$ cat config.mk
export PLATFORM = sky130hd
export DESIGN_NAME = wishbone_sram_slave
export DESIGN_NICKNAME = d
export VERILOG_FILES = /design/src/rtl/wishbone_sram_slave.sv
export SDC_FILE = /design/constraint.sdc
export NUM_CORES = 1
export LEC_CHECK = 0
export ABC_AREA = 1
export ABC_CLOCK_PERIOD_IN_PS = 2050
export BUFFER_PORTS_ARGS = -buffer_cell sky130_fd_sc_hd__buf_2
export CORE_MARGIN = 2
export CORE_UTILIZATION = 45
export CTS_CLUSTER_SIZE = 12
export DETAILED_ROUTE_END_ITERATION = 6
export PLACE_DENSITY = 0.79
export SETUP_SLACK_MARGIN = 0.1
export SLEW_MARGIN = 40
export SYNTH_ARGS = -nofsm -noshare
export SYNTH_HDL_FRONTEND = slang
export SYNTH_SLANG_ARGS = --single-unit
$ cat constraint.sdc
create_clock -name clk -period 2.05 [get_ports clk]
set_input_delay 0.1025 -clock clk [delete_from_list [all_inputs] [get_ports clk]]
set_output_delay 0.1025 -clock clk [all_outputs]
set_load 0.02 [all_outputs]
$ cat src/rtl/wishbone_sram_slave.sv
// wishbone_sram_slave
//   Wishbone classic single-beat responder driving one asynchronous SRAM bank.
//   It adds programmable read/write wait states, byte-lane writes and a
//   single-cycle ack. Every output is registered.
//
//   Optional build macro: WB_ERR_EN
//     defined   - an accept whose upper address bits are non-zero is answered
//                 with a one-cycle wb_err_o pulse, and the SRAM is not touched
//     undefined - upper address bits are ignored (aliasing); wb_err_o stays 0
//
//   Ports
//     clk, rst            clock, synchronous active-high reset
//     wb_cyc_i, wb_stb_i  request qualifiers, sampled only in IDLE
//     wb_we_i, wb_sel_i   direction and byte lanes
//     wb_adr_i, wb_dat_i  byte address and write data
//     wb_dat_o            read data, held between reads
//     wb_ack_o, wb_err_o  one-cycle completion pulses
//     sram_*              SRAM address/data/strobes; sram_dq_oe drives the pad tristate
module wishbone_sram_slave #(
    parameter int unsigned ADDR_W     = 20,
    parameter int unsigned READ_WAIT  = 2,
    parameter int unsigned WRITE_WAIT = 2
) (
    input  logic              clk,
    input  logic              rst,
    input  logic              wb_cyc_i,
    input  logic              wb_stb_i,
    input  logic              wb_we_i,
    input  logic [3:0]        wb_sel_i,
    input  logic [31:0]       wb_adr_i,
    input  logic [31:0]       wb_dat_i,
    output logic [31:0]       wb_dat_o,
    output logic              wb_ack_o,
    output logic              wb_err_o,
    output logic [ADDR_W-1:0] sram_addr_o,
    output logic [31:0]       sram_dq_o,
    input  logic [31:0]       sram_dq_i,
    output logic              sram_dq_oe,
    output logic              sram_ce_n,
    output logic              sram_oe_n,
    output logic              sram_we_n,
    output logic [3:0]        sram_be_n
);

    // A wait count of zero behaves like one.
    localparam int unsigned RdWait = (READ_WAIT == 0) ? 1 : READ_WAIT;
    localparam int unsigned WrWait = (WRITE_WAIT == 0) ? 1 : WRITE_WAIT;
    localparam logic [3:0]  RdLoad = 4'(RdWait - 1);
    localparam logic [3:0]  WrLoad = 4'(WrWait - 1);

    typedef enum logic [2:0] {
        StIdle,
        StRd,
        StWrSetup,
        StWrPulse,
        StWrHold,
        StDone,
        StErr
    } state_e;

    state_e             state_q, state_d;
    logic [3:0]         cnt_q, cnt_d;
    logic               ack_q, ack_d;
    logic               err_q, err_d;
    logic [31:0]        dat_q, dat_d;
    logic [ADDR_W-1:0]  addr_q, addr_d;
    logic [31:0]        dq_q, dq_d;
    logic               dq_oe_q, dq_oe_d;
    logic               ce_n_q, ce_n_d;
    logic               oe_n_q, oe_n_d;
    logic               we_n_q, we_n_d;
    logic [3:0]         be_n_q, be_n_d;

    logic               addr_bad;
    logic               unused_adr;

`ifdef WB_ERR_EN
    assign addr_bad   = |wb_adr_i[31:ADDR_W+2];
    assign unused_adr = ^wb_adr_i[1:0];
`else
    // Upper bits alias into the bank.
    assign addr_bad   = 1'b0;
    assign unused_adr = ^{wb_adr_i[31:ADDR_W+2], wb_adr_i[1:0]};
`endif

    always_comb begin
        state_d = state_q;
        cnt_d   = cnt_q;
        ack_d   = 1'b0;
        err_d   = 1'b0;
        dat_d   = dat_q;
        addr_d  = addr_q;
        dq_d    = dq_q;
        dq_oe_d = dq_oe_q;
        ce_n_d  = ce_n_q;
        oe_n_d  = oe_n_q;
        we_n_d  = we_n_q;
        be_n_d  = be_n_q;

        unique case (state_q)
            StIdle: begin
                if (wb_cyc_i && wb_stb_i) begin
                    if (addr_bad) begin
                        state_d = StErr;
                    end else begin
                        addr_d = wb_adr_i[ADDR_W+1:2];
                        dq_d   = wb_dat_i;
                        ce_n_d = 1'b0;
                        if (!wb_we_i) begin
                            // Reads always fetch the full word.
                            oe_n_d  = 1'b0;
                            be_n_d  = 4'b0000;
                            cnt_d   = RdLoad;
                            state_d = StRd;
                        end else begin
                            be_n_d  = ~wb_sel_i;
                            dq_oe_d = 1'b1;
                            oe_n_d  = 1'b1;
                            state_d = StWrSetup;
                        end
                    end
                end
            end
            StRd: begin
                if (cnt_q == 4'd0) begin
                    dat_d   = sram_dq_i;
                    ce_n_d  = 1'b1;
                    oe_n_d  = 1'b1;
                    be_n_d  = 4'b1111;
                    ack_d   = 1'b1;
                    state_d = StDone;
                end else begin
                    cnt_d = cnt_q - 4'd1;
                end
            end
            StWrSetup: begin
                // No lanes selected: run the cycle but never strobe we_n.
                we_n_d  = (be_n_q == 4'b1111);
                cnt_d   = WrLoad;
                state_d = StWrPulse;
            end
            StWrPulse: begin
                if (cnt_q == 4'd0) begin
                    we_n_d  = 1'b1;
                    state_d = StWrHold;
                end else begin
                    cnt_d = cnt_q - 4'd1;
                end
            end
            StWrHold: begin
                ce_n_d  = 1'b1;
                dq_oe_d = 1'b0;
                be_n_d  = 4'b1111;
                ack_d   = 1'b1;
                state_d = StDone;
            end
            StDone: begin
                state_d = StIdle;
            end
            StErr: begin
                err_d   = 1'b1;
                state_d = StDone;
            end
            default: begin
                state_d = StIdle;
            end
        endcase
    end

    always_ff @(posedge clk) begin
        if (rst) begin
            state_q <= StIdle;
            cnt_q   <= 4'd0;
            ack_q   <= 1'b0;
            err_q   <= 1'b0;
            dat_q   <= 32'd0;
            addr_q  <= '0;
            dq_q    <= 32'd0;
            dq_oe_q <= 1'b0;
            ce_n_q  <= 1'b1;
            oe_n_q  <= 1'b1;
            we_n_q  <= 1'b1;
            be_n_q  <= 4'b1111;
        end else begin
            state_q <= state_d;
            cnt_q   <= cnt_d;
            ack_q   <= ack_d;
            err_q   <= err_d;
            dat_q   <= dat_d;
            addr_q  <= addr_d;
            dq_q    <= dq_d;
            dq_oe_q <= dq_oe_d;
            ce_n_q  <= ce_n_d;
            oe_n_q  <= oe_n_d;
            we_n_q  <= we_n_d;
            be_n_q  <= be_n_d;
        end
    end

    assign wb_dat_o    = dat_q;
    assign wb_ack_o    = ack_q;
    assign wb_err_o    = err_q;
    assign sram_addr_o = addr_q;
    assign sram_dq_o   = dq_q;
    assign sram_dq_oe  = dq_oe_q;
    assign sram_ce_n   = ce_n_q;
    assign sram_oe_n   = oe_n_q;
    assign sram_we_n   = we_n_q;
    assign sram_be_n   = be_n_q;

endmodule

### Word level (Yosys, flattened, before mapping)

Index checks and enable logic that the tools add are counted.

* bitwise logic cells: 1
* equality and inequality tests: 12
* add/subtract/negate cells: 1
* mux-type cells: 26
* reductions and logical operators: 18

Operators with widths (count)
* $mux W4: 6
* $pmux W4 S3: 2
* $pmux W3 S5: 1
* $ne A2 B2 Y1 const B: 6
* $reduce_and A3 Y1: 4
* $mux W3: 3
* $mux W1: 8
* $pmux W1 S2: 4
* $eq A3 B2 Y1 const B: 2
* $eq A3 B3 Y1 const B: 2
* $reduce_and A2 Y1: 3
* $reduce_bool A2 Y1: 3
* $reduce_bool A3 Y1: 2
* $eq A4 B4 Y1 const B: 1
* $logic_not A4 Y1: 1
* $not A4 Y4: 1
* $reduce_and A4 Y1: 1
* $reduce_or A2 Y1: 2
* $sub A4 B1 Y4 const B: 1
* $eq A3 B1 Y1 const B: 1
* $logic_not A3 Y1: 1
* $pmux W1 S3: 1
* $mux W2: 1
* $logic_and A1 B1 Y1: 1

* output and inout port bits: 94
* word-level logic and storage cells: 70
* bits of input ports: 105
* flip-flop bits (word level): 101

### Logic depth before layout (Yosys ltp)

* depth in word-level cells: 4
* gate-level depth with buffers: 8
* mapped depth without buffers: 8

### Worst setup path before layout

Ideal clock, no wire load.

* path kind: reg-to-reg
* start: reg cnt_q[0]
* end: reg dat_q[11] (netlist: wb_dat_o[11])
* slack: 635 ps
* library setup time: 113 ps
* arrival: 1302 ps
* data required time: 1937 ps
* cell stages (with the launch flop): 9
* buffers on the path: 1
* period minus slack after synthesis: 1415 ps
* cell sequence: dfxtp_1 -> inv_1 -> ha_1 -> nand2_1 -> nor2_8 -> inv_4 -> buf_6 -> nor2_1 -> nor2_1

* longest elaborated chain between the ends: 2

Ends and longest elaborated chain
* from (decl): RTL line 62 `logic [3:0] cnt_q, cnt_d;`
* from (signal assigned): RTL line 186 `cnt_q <= cnt_d;`
* $logic_not A4 Y1: RTL line 125 `if (cnt_q == 4'd0) begin`
* $reduce_and A2 Y1 (no line)
* to (signal assigned): RTL line 189 `dat_q <= dat_d;`
* to (decl): RTL line 65 `logic [31:0] dat_q, dat_d;`

No other way between the ends.
A chain may end at the register's enable or synchronous reset.

### Final worst setup path

* start: reg cnt_q[0]
* end: reg dat_q[14] (netlist: wb_dat_o[14])

Same word-level chain as after synthesis.

==> out/results.txt <==
The flow ran to the end, and the final reports show no timing, DRC or antenna violations. Compound-cell area share of the yosys netlist: 12.8%. In this run the worst path has a maximum fanout of 32.

The analysis attributes to cell leakage a power of 2.79 nW. The fraction of synthesized cell area taken by the top area cell type is 52.2%. Setup repair after global routing left no endpoint under its margin. For this configuration, the core starts out at a cell density of 46.7%. The floorplan has 33 rows. The number of antenna violations at the first check in global routing is 0.

The ratio of total power to cell area came out at 1210 nW/um^2. IR analysis of the VDD net gives a maximum drop of 0.000708 V. The chip height was 96.8 um; the number of global-route vias before repair was 4127. Routability-driven placement finished with a final weighted congestion of 0.874. The number of nets handed over by synthesis was 603. The run gives 0 as the post-cts gate resize count. Summed over all instances, the cell type with the most area after synthesis is sky130_fd_sc_hd__dfxtp_1. The worst setup path is launched from a register. The average instance in the mapped netlist occupies 7.80 sq um.

Based on the critical path, the design can be clocked at up to 594 MHz. From left edge to right edge, the die measures 96.8 um. The logs give 2320 ps for the critical path required time and 855 for the number of nets in the layout. Data arrives at the worst endpoint at 1960 ps. Worst hold-check path type: input port to register. The routed length per instance came out at 13.9 um. Synthesis produced 497 cells.

After routing, the total negative slack on setup checks comes to 0 ps. Yosys printed 0 warnings. Top-level port count: 199.

TritonCTS built the clock tree. Compared with the post-synthesis result, the final layout area differs by 49.2%. Detailed routing inserted a total of 4264 vias. The floorplan step defined a die boundary enclosing 9370 sq um. For this block, the routed nets add up to 11900 um of wire.

For this run, design rule violations remaining after detail routing come to 0. 0 antenna diodes ended up in the layout. Clock tree synthesis found a total of 101 sinks. The tools report the type of destination of the critical path as a register.

CTS built an H-tree with a depth of 3. The root buffer cell chosen for the clock tree is sky130_fd_sc_hd__clkbuf_8. Max-cap violations in this run came to 0. The wire-length estimate of the detail-placed layout is 7120 um. The pin count of the biggest net entering global routing came out at 61. Fraction of the yosys area taken by sequential cells: 52.2%.

The start-to-end type of the worst setup path is register to register. During placement, the flow inserted port buffers numbering 186. In the global route stage, overall resource usage came out at 24.5%. The ratio of final minimum period to clock period works out to 82.1%. In this run the deepest clock path goes through 2 buffers.

Once layout is complete, the utilization of the core stands at 69.7%. After detailed routing, the number of vias per cell comes to 4.97. For the final cell area excluding filler cells, the log shows 5780 sq um. The logs give 4840 sq um for the placement-stage cell area and 0 for the leftover overflow at the end of global routing. The share of cell area taken by muxes after synthesis came out at 0%. The post-synthesis sequential element count was 101. Summing the areas of all and, or, nand and nor instances in the mapped netlist gives 28.7% of the synthesized area. For the worst-skew pair, the clock arrives at the later sink with an insertion delay of 340 ps. After clock tree synthesis, the clock-pin slew on the worst setup and hold paths is 100 ps.

Counting the buffers created by CTS gives 9. By area the synthesized netlist is led by sky130_fd_sc_hd__dfxtp_1 52%, sky130_fd_sc_hd__nand2_1 14%, sky130_fd_sc_hd__a21oi_1 7.9%. Final count of pins violating max slew: 0.

Setup violations remaining at the end of the flow were counted as 0. The worst-margin pin slew came out at 621 ps. The synthesized netlist devotes 0.226% of its cell area to XOR and XNOR gates. The layout has 653 filler cells. The final number of hold-violating endpoints is 0.

The post-synthesis adder-cell area fraction came out at 0.323%. Of the cells placed in the final design, the portion with a size suffix greater than 1 is 33.2%. The run gives 0 as the remaining number of nets flagged by the antenna check after routing. The logs give 0.00697 W for the total chip power and 159 for the initial detailed-routing violation count. Measured against its own limit, the worst slew margin works out to 58.6%. Main combinational cell family by area after synthesis: simple AND/OR/NAND/NOR gates. The worst path needs 1680 ps of the cycle, external delays included. The first global-routing pass estimated 19400 um of wire.

The clock arrives with 10.8 ps of skew. The area of the mapped netlist is 3880 sq um. The number of distinct library cells after synthesis is 25, and the first-pass iteration count of the detailed router is 4. The total area inside the core boundary comes to 8300 sq um.
## critical path: stages (launching register included)
cell and delay (ps):
sky130_fd_sc_hd__dfxtp_1 330, sky130_fd_sc_hd__inv_1 90, sky130_fd_sc_hd__ha_1 230, sky130_fd_sc_hd__nand2_1 190
sky130_fd_sc_hd__nor2_8 180, sky130_fd_sc_hd__buf_4 350, sky130_fd_sc_hd__o21ai_1 110, sky130_fd_sc_hd__nor2_1 120
## routing by layer
metal / GRT usage (%) / vias to the layer above / wire length (um)
met1: 28.0 / 1942 / 4540
met3: 5.20 / 48 / 658
li1: - / 2105 / -
met4: 10.7 / 0 / 462
met2: 43.7 / 169 / 6240
met5: 0 / - / 0
## timing repair
item | CTS | global route
hold buffers | 75 | 1
buffers inserted | 0 | 0
endpoints found under the hold margin | 75 | 1
## layout by cell type, fill, tap and decap left out, drive strengths merged
master	netlist	final
nand4	7	7
a211oi	1	1
dfxtp	101	101
dlygate4sd3	0	76
inv	17	18
nor3	1	1
nand3	23	23
a21oi	61	61
clkinv	0	1
clkbuf	17	11
clkinvlp	0	2
o22ai	1	1
xor2	1	1
ha	1	1
o21ai	35	35
nand2	142	142
nand3b	1	1
nor2	76	76
buf	12	194
## flip-flops by register name, summed over array words and instances (netlist names)
name	flops
sram_ce_n	1
wb_dat_o	32
sram_dq_o	32
sram_oe_n	1
sram_we_n	1
wb_err_o	1
state_q	3
sram_addr_o	20
sram_dq_oe	1
cnt_q	4
sram_be_n	4
wb_ack_o	1
## final cells by class
cell class	count	area [sq um]	share of cell area [%]
flip-flops and latches	101	2020	35.0
repair buffers	270	1750	30.3
multi-input cells	350	1630	28.1
clock buffers	11	151	2.62
well taps	105	131	2.27
inverters	17	66.3	1.15
clock inverters	4	32.5	0.563
## Yosys cell counts (all sizes together)
library cell,number
a211oi,1
a21oi,61
buf,12
clkbuf,17
dfxtp,101
ha,1
inv,17
nand2,142
nand3,23
nand3b,1
nand4,7
nor2,76
nor3,1
o21ai,35
o22ai,1
xor2,1
## cell families (layout without fill, tap and decap cells)
group / after synthesis / count (layout)
compound gates: 98 / 98
xor+xnor: 1 / 1
fa+ha+maj: 1 / 1
buf+inv: 46 / 302
flops: 101 / 101
simple gates: 250 / 250
## where the power goes
group          switching (W)  internal, W
clock network       0.000675     0.000509
logic                0.00201      0.00102
registers           0.000299      0.00246
total                0.00298      0.00399
## path summary, 6_finish.rpt
check,startpoint,end,slack (ps),depth (start not counted)
setup / recovery,cnt_q[0],wb_dat_o[14],370,7
setup reg to reg,cnt_q[0],wb_dat_o[14],370,7
hold reg to reg,sram_dq_o[1],sram_dq_o[1],470,2
hold / removal,wb_adr_i[9],sram_addr_o[7],10,3
## per-stage QoR
step,instances,hold slack (ps),setup WS (ps)
finish,858,10.8,367
global route,858,12.8,213
CTS,857,0.270,379
detailed placement,767,335,379
global placement,767,327,448
floorplan,497,231,635
No activity file was read; power rests on OpenSTA's default activity.
